<file path="config.mk">
export PLATFORM = sky130hd
export DESIGN_NAME = dither_line_scheduler
export DESIGN_NICKNAME = d
export VERILOG_FILES = /design/src/rtl/dither_pkg.sv /design/src/rtl/hv_counter.sv /design/src/rtl/dither_line_scheduler.sv
export SDC_FILE = /design/constraint.sdc
export NUM_CORES = 1
export LEC_CHECK = 0
export ABC_AREA = 1
export CORE_UTILIZATION = 40
export CTS_BUF_LIST = sky130_fd_sc_hd__clkbuf_8 sky130_fd_sc_hd__clkbuf_16
export DETAILED_ROUTE_END_ITERATION = 12
export PLACE_DENSITY_LB_ADDON = 0.1
export SLEW_MARGIN = 0
export SYNTH_ARGS = -nofsm -noshare
export SYNTH_HDL_FRONTEND = slang
export SYNTH_SLANG_ARGS = --single-unit
</file>
<file path="constraint.sdc">
create_clock -name clk_in -period 2.1 [get_ports clk_in]
set_input_delay 0.42 -clock clk_in [delete_from_list [all_inputs] [get_ports clk_in]]
set_output_delay 0.42 -clock clk_in [all_outputs]
set_load 0.05 [all_outputs]
</file>
<file path="src/rtl/dither_pkg.sv">
// Shared types and constants for the dither line scheduler.
package dither_pkg;

   localparam int unsigned FRAME_WIDTH_DEF  = 320;
   localparam int unsigned FRAME_HEIGHT_DEF = 180;
   localparam logic [7:0]  FILL_PIXEL_DEF   = 8'h00;

   localparam int unsigned NUM_LINES = 3;
   localparam int unsigned PIX_W     = 8;
   localparam int unsigned HCOUNT_W  = 11;
   localparam int unsigned VCOUNT_W  = 10;
   localparam int unsigned ROLE_W    = 2;

   typedef enum logic [1:0] {
      IDLE  = 2'd0,
      PRIME = 2'd1,
      RUN   = 2'd2,
      DRAIN = 2'd3
   } sched_state_t;

   // One beat towards the line buffer prep line.
   typedef struct packed {
      logic [PIX_W-1:0]    pixel;
      logic [HCOUNT_W-1:0] hcount;
      logic [VCOUNT_W-1:0] vcount;
      logic [ROLE_W-1:0]   role;
      logic                kernel_en;
   } buf_beat_t;

   // Line-role rotation 0 -> 1 -> 2 -> 0.
   function automatic logic [ROLE_W-1:0] next_role(input logic [ROLE_W-1:0] role);
      return (role == ROLE_W'(NUM_LINES - 1)) ? '0 : role + ROLE_W'(1);
   endfunction

endpackage

</file>
<file path="src/rtl/hv_counter.sv">
// Column/row counter shared by the accept and drain paths.
// Holds the coordinate of the next beat; clear_in forces the current beat to (0,0).
module hv_counter
   import dither_pkg::*;
#(
   parameter int unsigned FRAME_WIDTH  = FRAME_WIDTH_DEF,
   parameter int unsigned FRAME_HEIGHT = FRAME_HEIGHT_DEF
) (
   input  logic                clk_in,
   input  logic                rst_n_in,
   input  logic                clear_in,
   input  logic                adv_in,
   output logic [HCOUNT_W-1:0] hcount_c,
   output logic [VCOUNT_W-1:0] vcount_c,
   output logic                line_wrap_c,
   output logic                frame_end_c
);

   logic [HCOUNT_W-1:0] h_q;
   logic [VCOUNT_W-1:0] v_q;

   assign hcount_c    = clear_in ? '0 : h_q;
   assign vcount_c    = clear_in ? '0 : v_q;
   assign line_wrap_c = (hcount_c == HCOUNT_W'(FRAME_WIDTH - 1));
   assign frame_end_c = line_wrap_c & (vcount_c == VCOUNT_W'(FRAME_HEIGHT - 1));

   // Step past the current beat, wrapping the column at end of line.
   always_ff @(posedge clk_in or negedge rst_n_in) begin
      if (!rst_n_in) begin
         h_q <= '0;
         v_q <= '0;
      end else if (adv_in) begin
         if (line_wrap_c) begin
            h_q <= '0;
            v_q <= vcount_c + VCOUNT_W'(1);
         end else begin
            h_q <= hcount_c + HCOUNT_W'(1);
            v_q <= vcount_c;
         end
      end else if (clear_in) begin
         h_q <= '0;
         v_q <= '0;
      end
   end

endmodule

</file>
<file path="src/rtl/dither_line_scheduler.sv">
// Pixel-stream scheduler for the three-line dither buffer and kernel.
// Optional statistics outputs are enabled with `define DITHER_SCHED_STATS_EN.
module dither_line_scheduler
   import dither_pkg::*;
#(
   parameter int unsigned FRAME_WIDTH  = FRAME_WIDTH_DEF,
   parameter int unsigned FRAME_HEIGHT = FRAME_HEIGHT_DEF,
   parameter logic [7:0]  FILL_PIXEL   = FILL_PIXEL_DEF
) (
   input  logic        clk_in,
   input  logic        rst_n_in,
   input  logic [7:0]  pix_in,
   input  logic        pix_valid_in,
   input  logic        pix_sof_in,
   output logic        pix_ready_out,
   output logic [7:0]  buf_pixel_out,
   output logic [10:0] buf_hcount_out,
   output logic [9:0]  buf_vcount_out,
   output logic        buf_pixel_valid_out,
   output logic [1:0]  role_out,
   output logic        kernel_en_out,
   output logic        busy_out,
   output logic        frame_done_out
`ifdef DITHER_SCHED_STATS_EN
   ,
   output logic [15:0] frame_count_out,
   output logic [7:0]  abort_count_out
`endif
);

   sched_state_t        state_q, state_d;
   logic                ready_en_q;
   logic                accept_c, sof_c, beat_c, kernel_c, drain_last_c;
   logic [HCOUNT_W-1:0] cnt_h_c;
   logic [VCOUNT_W-1:0] cnt_v_c;
   logic                line_wrap_c, frame_end_c;
   logic [ROLE_W-1:0]   role_q, beat_role_c;
   logic                drain_half_q, done_pend_q;
   buf_beat_t           beat_q;

   // Ready depends on state only; held low until the first clock after reset.
   assign pix_ready_out = ready_en_q & (state_q != DRAIN);
   assign accept_c      = pix_valid_in & pix_ready_out;
   assign sof_c         = accept_c & pix_sof_in;
   assign beat_c        = (accept_c & (sof_c | (state_q != IDLE))) | (state_q == DRAIN);
   assign beat_role_c   = sof_c ? '0 : role_q;
   assign drain_last_c  = (state_q == DRAIN) & line_wrap_c & drain_half_q;

   hv_counter #(
      .FRAME_WIDTH  (FRAME_WIDTH),
      .FRAME_HEIGHT (FRAME_HEIGHT)
   ) u_hv_counter (
      .clk_in      (clk_in),
      .rst_n_in    (rst_n_in),
      .clear_in    (sof_c),
      .adv_in      (beat_c),
      .hcount_c    (cnt_h_c),
      .vcount_c    (cnt_v_c),
      .line_wrap_c (line_wrap_c),
      .frame_end_c (frame_end_c)
   );

   // State register.
   always_ff @(posedge clk_in or negedge rst_n_in) begin
      if (!rst_n_in) begin
         state_q    <= IDLE;
         ready_en_q <= 1'b0;
      end else begin
         state_q    <= state_d;
         ready_en_q <= 1'b1;
      end
   end

   // Next state and kernel enable of the current beat.
   always_comb begin
      state_d  = state_q;
      kernel_c = 1'b0;
      case (state_q)
         IDLE: begin
            if (sof_c) state_d = PRIME;
         end
         PRIME: begin
            if (!sof_c && accept_c && line_wrap_c && (cnt_v_c == VCOUNT_W'(1)))
               state_d = RUN;
         end
         RUN: begin
            kernel_c = ~sof_c;
            if (sof_c)
               state_d = PRIME;
            else if (accept_c && frame_end_c)
               state_d = DRAIN;
         end
         DRAIN: begin
            kernel_c = 1'b1;
            if (drain_last_c) state_d = IDLE;
         end
         default: state_d = IDLE;
      endcase
   end

   // Line-role rotation and drain line tracking.
   always_ff @(posedge clk_in or negedge rst_n_in) begin
      if (!rst_n_in) begin
         role_q       <= '0;
         drain_half_q <= 1'b0;
      end else begin
         if (beat_c)
            role_q <= line_wrap_c ? next_role(beat_role_c) : beat_role_c;
         if (state_q != DRAIN)
            drain_half_q <= 1'b0;
         else if (line_wrap_c)
            drain_half_q <= 1'b1;
      end
   end

   // Registered beat towards the line buffer plus status flags.
   always_ff @(posedge clk_in or negedge rst_n_in) begin
      if (!rst_n_in) begin
         beat_q              <= '0;
         buf_pixel_valid_out <= 1'b0;
         busy_out            <= 1'b0;
         done_pend_q         <= 1'b0;
         frame_done_out      <= 1'b0;
      end else begin
         buf_pixel_valid_out <= beat_c & (state_q != DRAIN);
         if (beat_c) begin
            beat_q.pixel     <= (state_q == DRAIN) ? FILL_PIXEL : pix_in;
            beat_q.hcount    <= cnt_h_c;
            beat_q.vcount    <= cnt_v_c;
            beat_q.role      <= beat_role_c;
            beat_q.kernel_en <= kernel_c;
         end
         busy_out       <= (state_q != IDLE);
         done_pend_q    <= drain_last_c;
         frame_done_out <= done_pend_q;
      end
   end

   assign buf_pixel_out  = beat_q.pixel;
   assign buf_hcount_out = beat_q.hcount;
   assign buf_vcount_out = beat_q.vcount;
   assign role_out       = beat_q.role;
   assign kernel_en_out  = beat_q.kernel_en;

`ifdef DITHER_SCHED_STATS_EN
   // Completed-frame count (wrapping) and mid-frame abort count (saturating).
   always_ff @(posedge clk_in or negedge rst_n_in) begin
      if (!rst_n_in) begin
         frame_count_out <= '0;
         abort_count_out <= '0;
      end else begin
         if (done_pend_q)
            frame_count_out <= frame_count_out + 16'd1;
         if (sof_c && ((state_q == PRIME) || (state_q == RUN)) && (abort_count_out != 8'hFF))
            abort_count_out <= abort_count_out + 8'd1;
      end
   end
`endif

endmodule
</file>
After elaboration in Yosys (flattened, before gate mapping)

Index checks and enable logic that the tools add are counted.
Widths: inputs -> output; s select.

Add/sub/neg operators: 3
Equality and inequality tests: 12
Multiplexer cells: 19
Bitwise operators: 11
Reduce and logical (&&, ||, !) cells: 9

Operator list:

| kind                  | number |
|---|---|
| $mux 11               | 3 |
| $mux 10               | 3 |
| $mux 2                | 8 |
| $add 11x1->11 const B | 1 |
| $eq 11x9->1 const B   | 1 |
| $add 10x1->10 const B | 1 |
| $eq 10x1->1 const B   | 1 |
| $eq 10x8->1 const B   | 1 |
| $and 1x1->1           | 8 |
| $mux 8                | 1 |
| $ne 2x2->1 const B    | 4 |
| $pmux 2 s4            | 1 |
| $eq 2x2->1 const B    | 3 |
| $logic_and 1x1->1     | 4 |
| $reduce_and 4->1      | 1 |
| $reduce_bool 2->1     | 2 |
| $ne 3x3->1 const B    | 1 |
| $add 2x1->2 const B   | 1 |
| $eq 2x1->1 const B    | 1 |
| $logic_not 2->1       | 1 |
| $mux 1                | 2 |
| $or 1x1->1            | 2 |
| $pmux 1 s2            | 1 |
| $logic_not 1->1       | 1 |
| $not 1->1             | 1 |

Register bits after elaboration: 63
Output and inout port bits: 36

Logic depth before layout (Yosys ltp)

Gate-level depths: netlist of run 1.

Word-level depth: 11
Gate-level depth with buffers: 19
Mapped depth without buffers: 17

Cells and area by module

A second synthesis of run 1 with hierarchy kept.

Cell total of the unflattened synthesis: 406
Area, all modules: 3410.8 um^2

Modules (own cells, without submodules):

| module                | times used | cells an instance | area an instance (um^2) | sequential area each (um^2) |
|---|---|---|---|---|
| dither_line_scheduler | 1          | 204               | 1898.1                  | 1051.0 |
| hv_counter            | 1          | 202               | 1512.7                  | 525.5 |

Least setup slack after synthesis of run 1

Ideal clock, no wire load.

Kind: register to register
Start point: reg state_q[1]
End point: reg u_hv_counter.v_q[8]
Setup time: 0.122 ns
Arrival: 2.002 ns
Required time: 1.978 ns
Slack: -0.023 ns
Cell stages (with the launch flop): 14
Cells stage by stage: dfrtp_1 > nand2_2 > nand4_4 > buf_6 > buf_4 > nand2_1 > inv_1 > ha_1 > nand4_1 > inv_1 > nand2_1 > nor2_1 > nand2_1 > xor2_1

Word-level cells in the longest chain between the ends: 8
Elaborated cells between the ends (all ways): 15
Classes of those cells: add/sub (1); eq/ne (3); mux (4); bitwise (6); reduce/logical (1)

RTL lines:

| item                   | line                        | text |
|---|---|---|
| from (decl)            | dither_line_scheduler.sv:31 | `sched_state_t state_q, state_d;` |
| from (signal assigned) | dither_line_scheduler.sv:69 | `state_q <= state_d;` |
| $ne 2x2->1             | dither_line_scheduler.sv:42 | `assign pix_ready_out = ready_en_q & (state_q != DRAIN);` |
| $and 1x1->1            | dither_line_scheduler.sv:42 |  |
| $and 1x1->1            | dither_line_scheduler.sv:43 | `assign accept_c = pix_valid_in & pix_ready_out;` |
| $and 1x1->1            | dither_line_scheduler.sv:44 | `assign sof_c = accept_c & pix_sof_in;` |
| $mux 11                | hv_counter.sv:22            | `assign hcount_c = clear_in ? '0 : h_q;` |
| net cnt_h_c[1]         | dither_line_scheduler.sv:34 | `logic [HCOUNT_W-1:0] cnt_h_c;` |
| $eq 11x9->1            | hv_counter.sv:24            | `assign line_wrap_c = (hcount_c == HCOUNT_W'(FRAME_WIDTH - 1));` |
| $mux 10                | hv_counter.sv:33            | `if (line_wrap_c) begin` |
| $mux 10                | hv_counter.sv:32            | `end else if (adv_in) begin` |
| to (signal assigned)   | hv_counter.sv:35            | `v_q <= vcount_c + VCOUNT_W'(1);` |
| to (signal assigned)   | hv_counter.sv:38            | `v_q <= vcount_c;` |
| to (decl)              | hv_counter.sv:20            | `logic [VCOUNT_W-1:0] v_q;` |

The timed path passes the listed nets, and every way through them passes these cells.
A chain may end at the register's enable or synchronous reset.

Worst setup path in the final report of run 1

Start point: reg state_q[1]
End point: reg u_hv_counter.v_q[7]

The elaborated chain is that of the path after synthesis.

==> run_results.csv, run 1 <==
group,metric,value,unit
flow_run,drv_cap,0,
placement,gp_congestion,0.8440,
layout,area_growth,41.85,%
floorplan,initial_core_util,0.4119,
grt,grt_max_degree,64,
clock_network,cts-root-buf,"clkbuf_8",
yosys,synth.avg_cell_area,8.897,um^2
drt,avgViaCountPerCell,4.725,
placement,dp_hpwl,4897,um
yosys,ys_top_cells_by_area,"dfrtp_1 (53%), nand2_1 (11%), o21ai_0 (5.6%)",
worst_setup_path,cp_max_fo,8,
power,power.static_leakage,2.071,nW
grt,antenna_found_initial,0,
layout,multi_input_area,1256,um^2
timing,hold_viol_final,0,
drt,ant_nets,0,
yosys,synth_flop_cell,"dfrtp_1",
timing,fin_tns_setup,0,ns
timing,slew_viol_final,0,
yosys,seq_area_frac_synth,0.5305,
floorplan,fp.dieW,88.19,um
yosys,synth_nets,349,
worst_setup_path,critical-path-slowest-cell,"dfrtp_1",
worst_setup_path,crit_family,"simple AND/OR/NAND/NOR gates",
yosys,synth_cell_types,34,
layout,layout-drive-gt1-share,0.2601,
yosys,synth_common_cells,"nand2_1 (89), dfrtp_1 (63), o21ai_0 (33), inv_1 (30), nor2_1 (26)",
worst_setup_path,path_common_cell,"nand2_1",
yosys,async_flop_share,1.000,
clock_network,cts_buffers,9,
yosys,yosys_warnings,0,
power,ir_drop,272.2,uV
timing,worst_slew_pin_slew,0.5070,ns
yosys,synth-compound-area-share,0.1019,
worst_setup_path,cp-startpoint,"state_q[1]$_DFFE_PN0P_",
placement,postPlaceCellArea,3869,um^2
yosys,synth_fa_ha_area_frac,0.01263,
timing,grt_setup_unrepaired,"yes",
floorplan,core_area,7214,um^2
clock_network,clockBufferDepth,2,
clock_network,cts.sinks,63,
hold_path,hold_path_class,"input pin to async pin",
power,total_power,2.303,mW
layout,final_area,4215,um^2
clock_network,ctsHoldBuffers,0,
grt,grt_pass1_wl,11240,um
layout,postLayoutCoreUtil,0.5843,
floorplan,die_h,88.19,um
clock_network,h-tree-depth,3,
worst_setup_path,cp-end-kind,"flop",
timing,maxSlewHeadroom,0.6610,
placement,place.port_buffers,47,
floorplan,core.rowCount,31,
timing,fmax,492.4,MHz
yosys,yosysTopAreaCellShare,0.5305,
drt,route.detailed.wl_per_inst,12.81,um
grt,grt_overflow,0,
clock_network,path_clk_slew,0.07,ns
run_status,status,"finished, final reports clean",
drt,wirelength,6979,um
yosys,synth_edf_count,0,
yosys,synth_xor_area_frac,0.03242,
worst_setup_path,arrival,2.27,ns
layout,diodes,0,
yosys,synth_top_area_cell,"dfrtp_1",
layout,final.fill_count,671,
floorplan,io_pins,48,
timing,layout_min_cycle_time,2.031,ns
layout,seq_area,1577,um^2
worst_setup_path,cp.required,2.33,ns
drt,first_pass_iters,4,
layout,layout.nets,456,
yosys,synth_top_family_by_area,"simple AND/OR/NAND/NOR gates",
worst_setup_path,path_class,"flop to flop",
drt,num_vias,2575,
clock_network,clk_latency,0.34,ns
timing,setup-violations-final,0,
worst_setup_path,crit_chain,"nand2_2 -> nand4_4 -> nand2_2 -> inv_2 -> ha_4 -> nand4_1 -> nor2_4 -> nand2_4 -> nor3_4 -> nand2_1 -> nand2_1 -> nand2_1",
grt,grt_use_total,0.1934,
grt,grt_pass1_vias,2389,
worst_setup_path,slowest_delay,0.40,ns
yosys,yosysMostFrequentCell,"nand2_1",
worst_setup_path,start_kind,"flop",
timing,skew,0.007841,ns
timing,post-route-period-util,0.9671,
yosys,synthMuxAreaShare,0,
worst_setup_path,path_buf_inv,1,
floorplan,die_area,7777,um^2
yosys,ys_seq_elements,63,
clock_network,cts_tree,"yes",
drt,drc,0,
drt,drt-initial-drc-count,141,
yosys,netlist_instances,334,
power,power.density,546.3,nW/um^2
yosys,yosys.area_share.simple,0.2552,
worst_setup_path,r2r-start,"state_q[1]$_DFFE_PN0P_",
yosys,synth_area,2972,um^2
## power by group
group,switching [mW],internal (mW),total [mW],leakage [nW]
combinational,0.0300,0.0221,0.0522,1.13
clock,0.469,0.566,1.03,0.108
sequential,0.00199,1.21,1.22,0.828
total,0.501,1.80,2.30,2.07
## final timing paths
| path | to | slack, ns | depth (start not counted) |
|---|---|---|---|
| min reg2reg | frame_done_out$_DFF_PN0_ | 0.35 | 0 |
| min in group clk_in | frame_done_out$_DFF_PN0_ | 0.35 | 0 |
| max reg2reg | u_hv_counter.v_q[7]$_DFF_PN0_ | 0.07 | 12 |
| max in group asynchronous | u_hv_counter.h_q[8]$_DFF_PN0_ | 1.74 | 2 |
| min | role_out[1]$_DFFE_PN0N_ | 0.08 | 2 |
| max | u_hv_counter.v_q[7]$_DFF_PN0_ | 0.07 | 12 |
## final cells by class
| type | count | area share |
|---|---|---|
| sequential | 63 | 0.3740 |
| multi-input combinational | 228 | 0.2980 |
| timing repair buffer | 106 | 0.2229 |
| clock buffer | 10 | 0.03265 |
| inverter | 33 | 0.03057 |
| tap | 99 | 0.02939 |
| clock inverter | 6 | 0.01247 |
## kinds of logic after synthesis
| group | count (synthesis) |
|---|---|
| simple gates | 163 |
| buf+inv | 43 |
| other cells | 1 |
| xor+xnor | 11 |
| flops | 63 |
| fa+ha+maj | 3 |
| compound gates | 50 |
## routing by layer
metal,part of all wire,routed length [um],track usage,vias up
met5,0,0,0,-
met4,0.018,127,0.08798,0
met3,0.037,255,0.03393,13
met2,0.47,3311,0.3098,49
met1,0.47,3285,0.2562,1210
li1,-,-,-,1303
## worst reg2reg max path, cell delays in order, from the launching register on
cell and delay (ns):
dfrtp_1 0.40, nand2_2 0.10, nand4_4 0.20, nand2_2 0.10, inv_2 0.08, ha_4 0.13
nand4_1 0.20, nor2_4 0.19, nand2_4 0.11, nor3_4 0.23, nand2_1 0.07, nand2_1 0.06
nand2_1 0.06
## sequential cells by signal, summed over array words and instances, names as in the netlist, 2 cells and up
signal,flops
role_q,2
state_q,2
buf_hcount_out,11
buf_vcount_out,10
u_hv_counter.h_q,11
buf_pixel_out,8
u_hv_counter.v_q,10
role_out,2
## layout by cell type (no fill, tap or decap), drive strengths merged, types with 5 or more instances in the layout
master,netlist,routed
a21oi,5,5
a22o,8,8
buf,8,61
clkbuf,2,10
clkdlybuf4s50,0,43
dfrtp,63,63
inv,32,34
nand2,95,95
nand3,23,23
nand4,9,9
nor2,29,29
nor3,5,5
o21ai,33,33
xor2,7,7
## repair_timing
action,in CTS,in global routing
setup buffers,2,11
endpoints found under the setup margin,3,21
pin swaps,1,13
resized for setup,1,26
endpoints found under the hold margin,0,0
## through the flow
step	hold slack (ns)	cells	setup WS, ns
final	0.07677	545	0.06917
after global routing	0.09707	545	-0.09129
after CTS	0.08340	535	0.002494
after detailed placement	0.3364	517	-0.3841
after global placement	0.3361	517	-0.3281
after floorplan	0.1244	334	0.004961
No activity file was read; power rests on OpenSTA's default activity.
==> run 2: changes to the inputs <==
--- a/config.mk
+++ b/config.mk
@@ -13,4 +13,5 @@
 export SLEW_MARGIN = 0
 export SYNTH_ARGS = -nofsm -noshare
 export SYNTH_HDL_FRONTEND = slang
+export SYNTH_HIERARCHICAL = 1
 export SYNTH_SLANG_ARGS = --single-unit
==> run_results.csv, run 2 <==
group,metric,value,unit
placement,dp_hpwl,5710,um
clock_network,cts_buffers,9,
layout,final_common_cell,"nand2_1",
yosys,seq_area_frac_synth,0.4622,
yosys,synth_area,3411,um^2
grt,grt_pass1_vias,2828,
timing,maxSlewHeadroom,0.6601,
worst_setup_path,cp-end-kind,"flop",
placement,gp_congestion,0.7951,
placement,postPlaceCellArea,4424,um^2
hold_path,hold_path_class,"input pin to async pin",
worst_setup_path,crit_family,"simple AND/OR/NAND/NOR gates",
worst_setup_path,slowest_delay,0.39,ns
timing,grt_setup_unrepaired,"yes",
placement,place.port_buffers,47,
timing,worst_slack,0.04806,ns
worst_setup_path,critical-path-slowest-cell,"dfrtp_1",
drt,first_pass_iters,4,
timing,slew_viol_final,0,
clock_network,clockBufferDepth,2,
grt,antenna_found_initial,0,
clock_network,path_clk_slew,0.06,ns
power,seq_power_share,0.466,
worst_setup_path,path_class,"flop to flop",
power,p_int,1.999,mW
clock_network,cts_tree,"yes",
yosys,synth_nets,420,
worst_setup_path,path_common_cell,"nand2_4",
yosys,yosysMostFrequentCell,"nand2_1",
floorplan,core.rowCount,33,
yosys,synth_cell_types,39,
yosys,synth.avg_cell_area,8.401,um^2
grt,grt_use_total,0.2001,
layout,final_area,4746,um^2
clock_network,h-tree-depth,3,
yosys,yosysTopAreaCellShare,0.4622,
timing,hold_viol_final,0,
timing,hold_slack,0.08962,ns
power,combinationalPowerShare,0.238,
layout,layout.nets,538,
power,sw_frac_of_total,0.3186,
yosys,synth_common_cells,"nand2_1 (115), dfrtp_1 (63), inv_1 (55), nor2_1 (39), nand3_1 (30)",
yosys,yosys_warnings,6,
drt,route.detailed.wl_per_inst,12.74,um
floorplan,initial_core_util,0.4151,
power,ir_drop,234.7,uV
power,p_sw,0.9350,mW
clock_network,cts.sinks,63,
worst_setup_path,cp.required,2.33,ns
worst_setup_path,crit_chain,"nand2_4 -> nand4_4 -> inv_4 -> inv_8 -> nand2_4 -> inv_2 -> ha_4 -> nand2_4 -> nor2_4 -> nand2_4 -> nor2_4 -> nand2_1 -> inv_1 -> nand2_1 -> nor2_1 -> nand3_1 -> nand2_2 -> nand3_2 -> nand2_2 -> nand2_1",
timing,setup-violations-final,0,
flow_run,drv_cap,0,
timing,layout_min_cycle_time,2.052,ns
power,total_power,2.934,mW
drt,avgViaCountPerCell,4.610,
drt,drt-initial-drc-count,72,
drt,drc,0,
yosys,async_flop_share,1.000,
clock_network,clk_latency,0.33,ns
floorplan,core_area,8217,um^2
layout,final.fill_count,748,
floorplan,fp.dieW,94.34,um
yosys,synth_edf_count,0,
layout,area_growth,39.14,%
drt,wirelength,8066,um
yosys,synth_top_area_cell,"dfrtp_1",
power,power_frac_clock,0.297,
floorplan,die_area,8900,um^2
layout,postLayoutCoreUtil,0.5776,
timing,worst_slew_pin_slew,0.5082,ns
yosys,synth_flop_cell,"dfrtp_1",
yosys,ys_seq_elements,63,
power,power.density,618.3,nW/um^2
layout,final_cell_mix,"nand2_1 (106), buf_4 (68), dfrtp_1 (62)",
worst_setup_path,start_kind,"flop",
timing,fmax,487.3,MHz
drt,num_vias,2918,
placement,dp_slack,-0.5774,ns
clock_network,ctsHoldBuffers,0,
yosys,ys_top_cells_by_area,"dfrtp_1 (46%), nand2_1 (13%), inv_1 (6.1%)",
timing,post-route-period-util,0.9771,
grt,grt_overflow,0,
layout,layout-drive-gt1-share,0.3163,
grt,grt_pass1_wl,13570,um
power,power.static_leakage,2.436,nW
clock_network,cts-root-buf,"clkbuf_8",
floorplan,die_h,94.34,um
worst_setup_path,cp_max_fo,4,
worst_setup_path,arrival,2.28,ns
layout,diodes,0,
yosys,netlist_instances,406,
worst_setup_path,path_buf_inv,4,
floorplan,io_pins,48,
timing,skew,0.006353,ns
drt,ant_nets,0,
grt,grt_max_degree,64,
run_status,status,"finished, final reports clean",
## run 2: power by group through the flow
stage	logic [mW]	registers (mW)	clock network [mW]
final	0.698	1.37	0.870
after global routing	0.755	1.38	0.958
after CTS	0.689	1.36	0.903
after detailed placement	0.684	1.38	0
after global placement	0.679	1.38	0
after floorplan	0.226	1.58	0
## run 2: routing by layer
metal	part of all wire	track usage
met1	0.49	0.2716
met2	0.46	0.3152
met3	0.029	0.03462
met4	0.014	0.08333
met5	0	0
## run 2: worst paths after layout
kind / slack [ns] / startpoint / to / cells after the start
min reg2reg: 0.35 / done_pend_q$_DFF_PN0_ / frame_done_out$_DFF_PN0_ / 0
max reg2reg: 0.05 / state_q[0]$_DFFE_PN0P_ / state_q[1]$_DFFE_PN0P_ / 20
max: 0.05 / state_q[0]$_DFFE_PN0P_ / state_q[1]$_DFFE_PN0P_ / 20
min in group clk_in: 0.35 / done_pend_q$_DFF_PN0_ / frame_done_out$_DFF_PN0_ / 0
max in group asynchronous: 1.71 / rst_n_in / state_q[1]$_DFFE_PN0P_ / 2
min: 0.09 / rst_n_in / buf_pixel_out[2]$_DFFE_PN0P_ / 2
## run 2: area by class of cell
type	instances	area [um^2]	area share
Multi-Input combinational cell	269	1569	0.3306
Timing Repair Buffer	120	1066	0.2246
Inverter	61	244.0	0.05141
Clock buffer	10	137.6	0.02900
Tap cell	105	131.4	0.02768
Clock inverter	5	20.02	0.004218
Sequential cell	63	1578	0.3325
## run 2: repair_timing
item                                    4_1_cts  5_1_grt
resized for setup                             8       20
setup buffers                                 2        7
pin swaps                                     3       13
endpoints found under the hold margin         0        0
endpoints found under the setup margin        7        8
## run 2: through the flow
stage | TNS, ns | std cells
after floorplan | -0.4116 | 406
after global placement | -5.382 | 609
after detailed placement | -6.656 | 609
after CTS | 0 | 626
after global routing | -0.2202 | 633
final | 0 | 633
## run 2: cells by family (layout without fill, tap and decap cells)
family	Yosys count	in the layout	share of synthesized area
DFF	63	63	0.4622
xor gates and xnor gates	5	5	0.01284
and+or+nand+nor	239	239	0.3610
adders and majority gates	2	2	0.007336
other	1	1	0.001099
AOI/OAI and AO/OA	22	22	0.04732
buffers and inverters	74	196	0.1082
==> run 3: changes to the inputs <==
--- a/config.mk
+++ b/config.mk
@@ -8,6 +8,7 @@
 export ABC_AREA = 1
 export CORE_UTILIZATION = 40
 export CTS_BUF_LIST = sky130_fd_sc_hd__clkbuf_8 sky130_fd_sc_hd__clkbuf_16
+export CTS_CLUSTER_DIAMETER = 40
 export DETAILED_ROUTE_END_ITERATION = 12
 export PLACE_DENSITY_LB_ADDON = 0.1
 export SLEW_MARGIN = 0
==> results of run 3 <==
The final DEF is identical to that of run 2; final timing and power are the same.
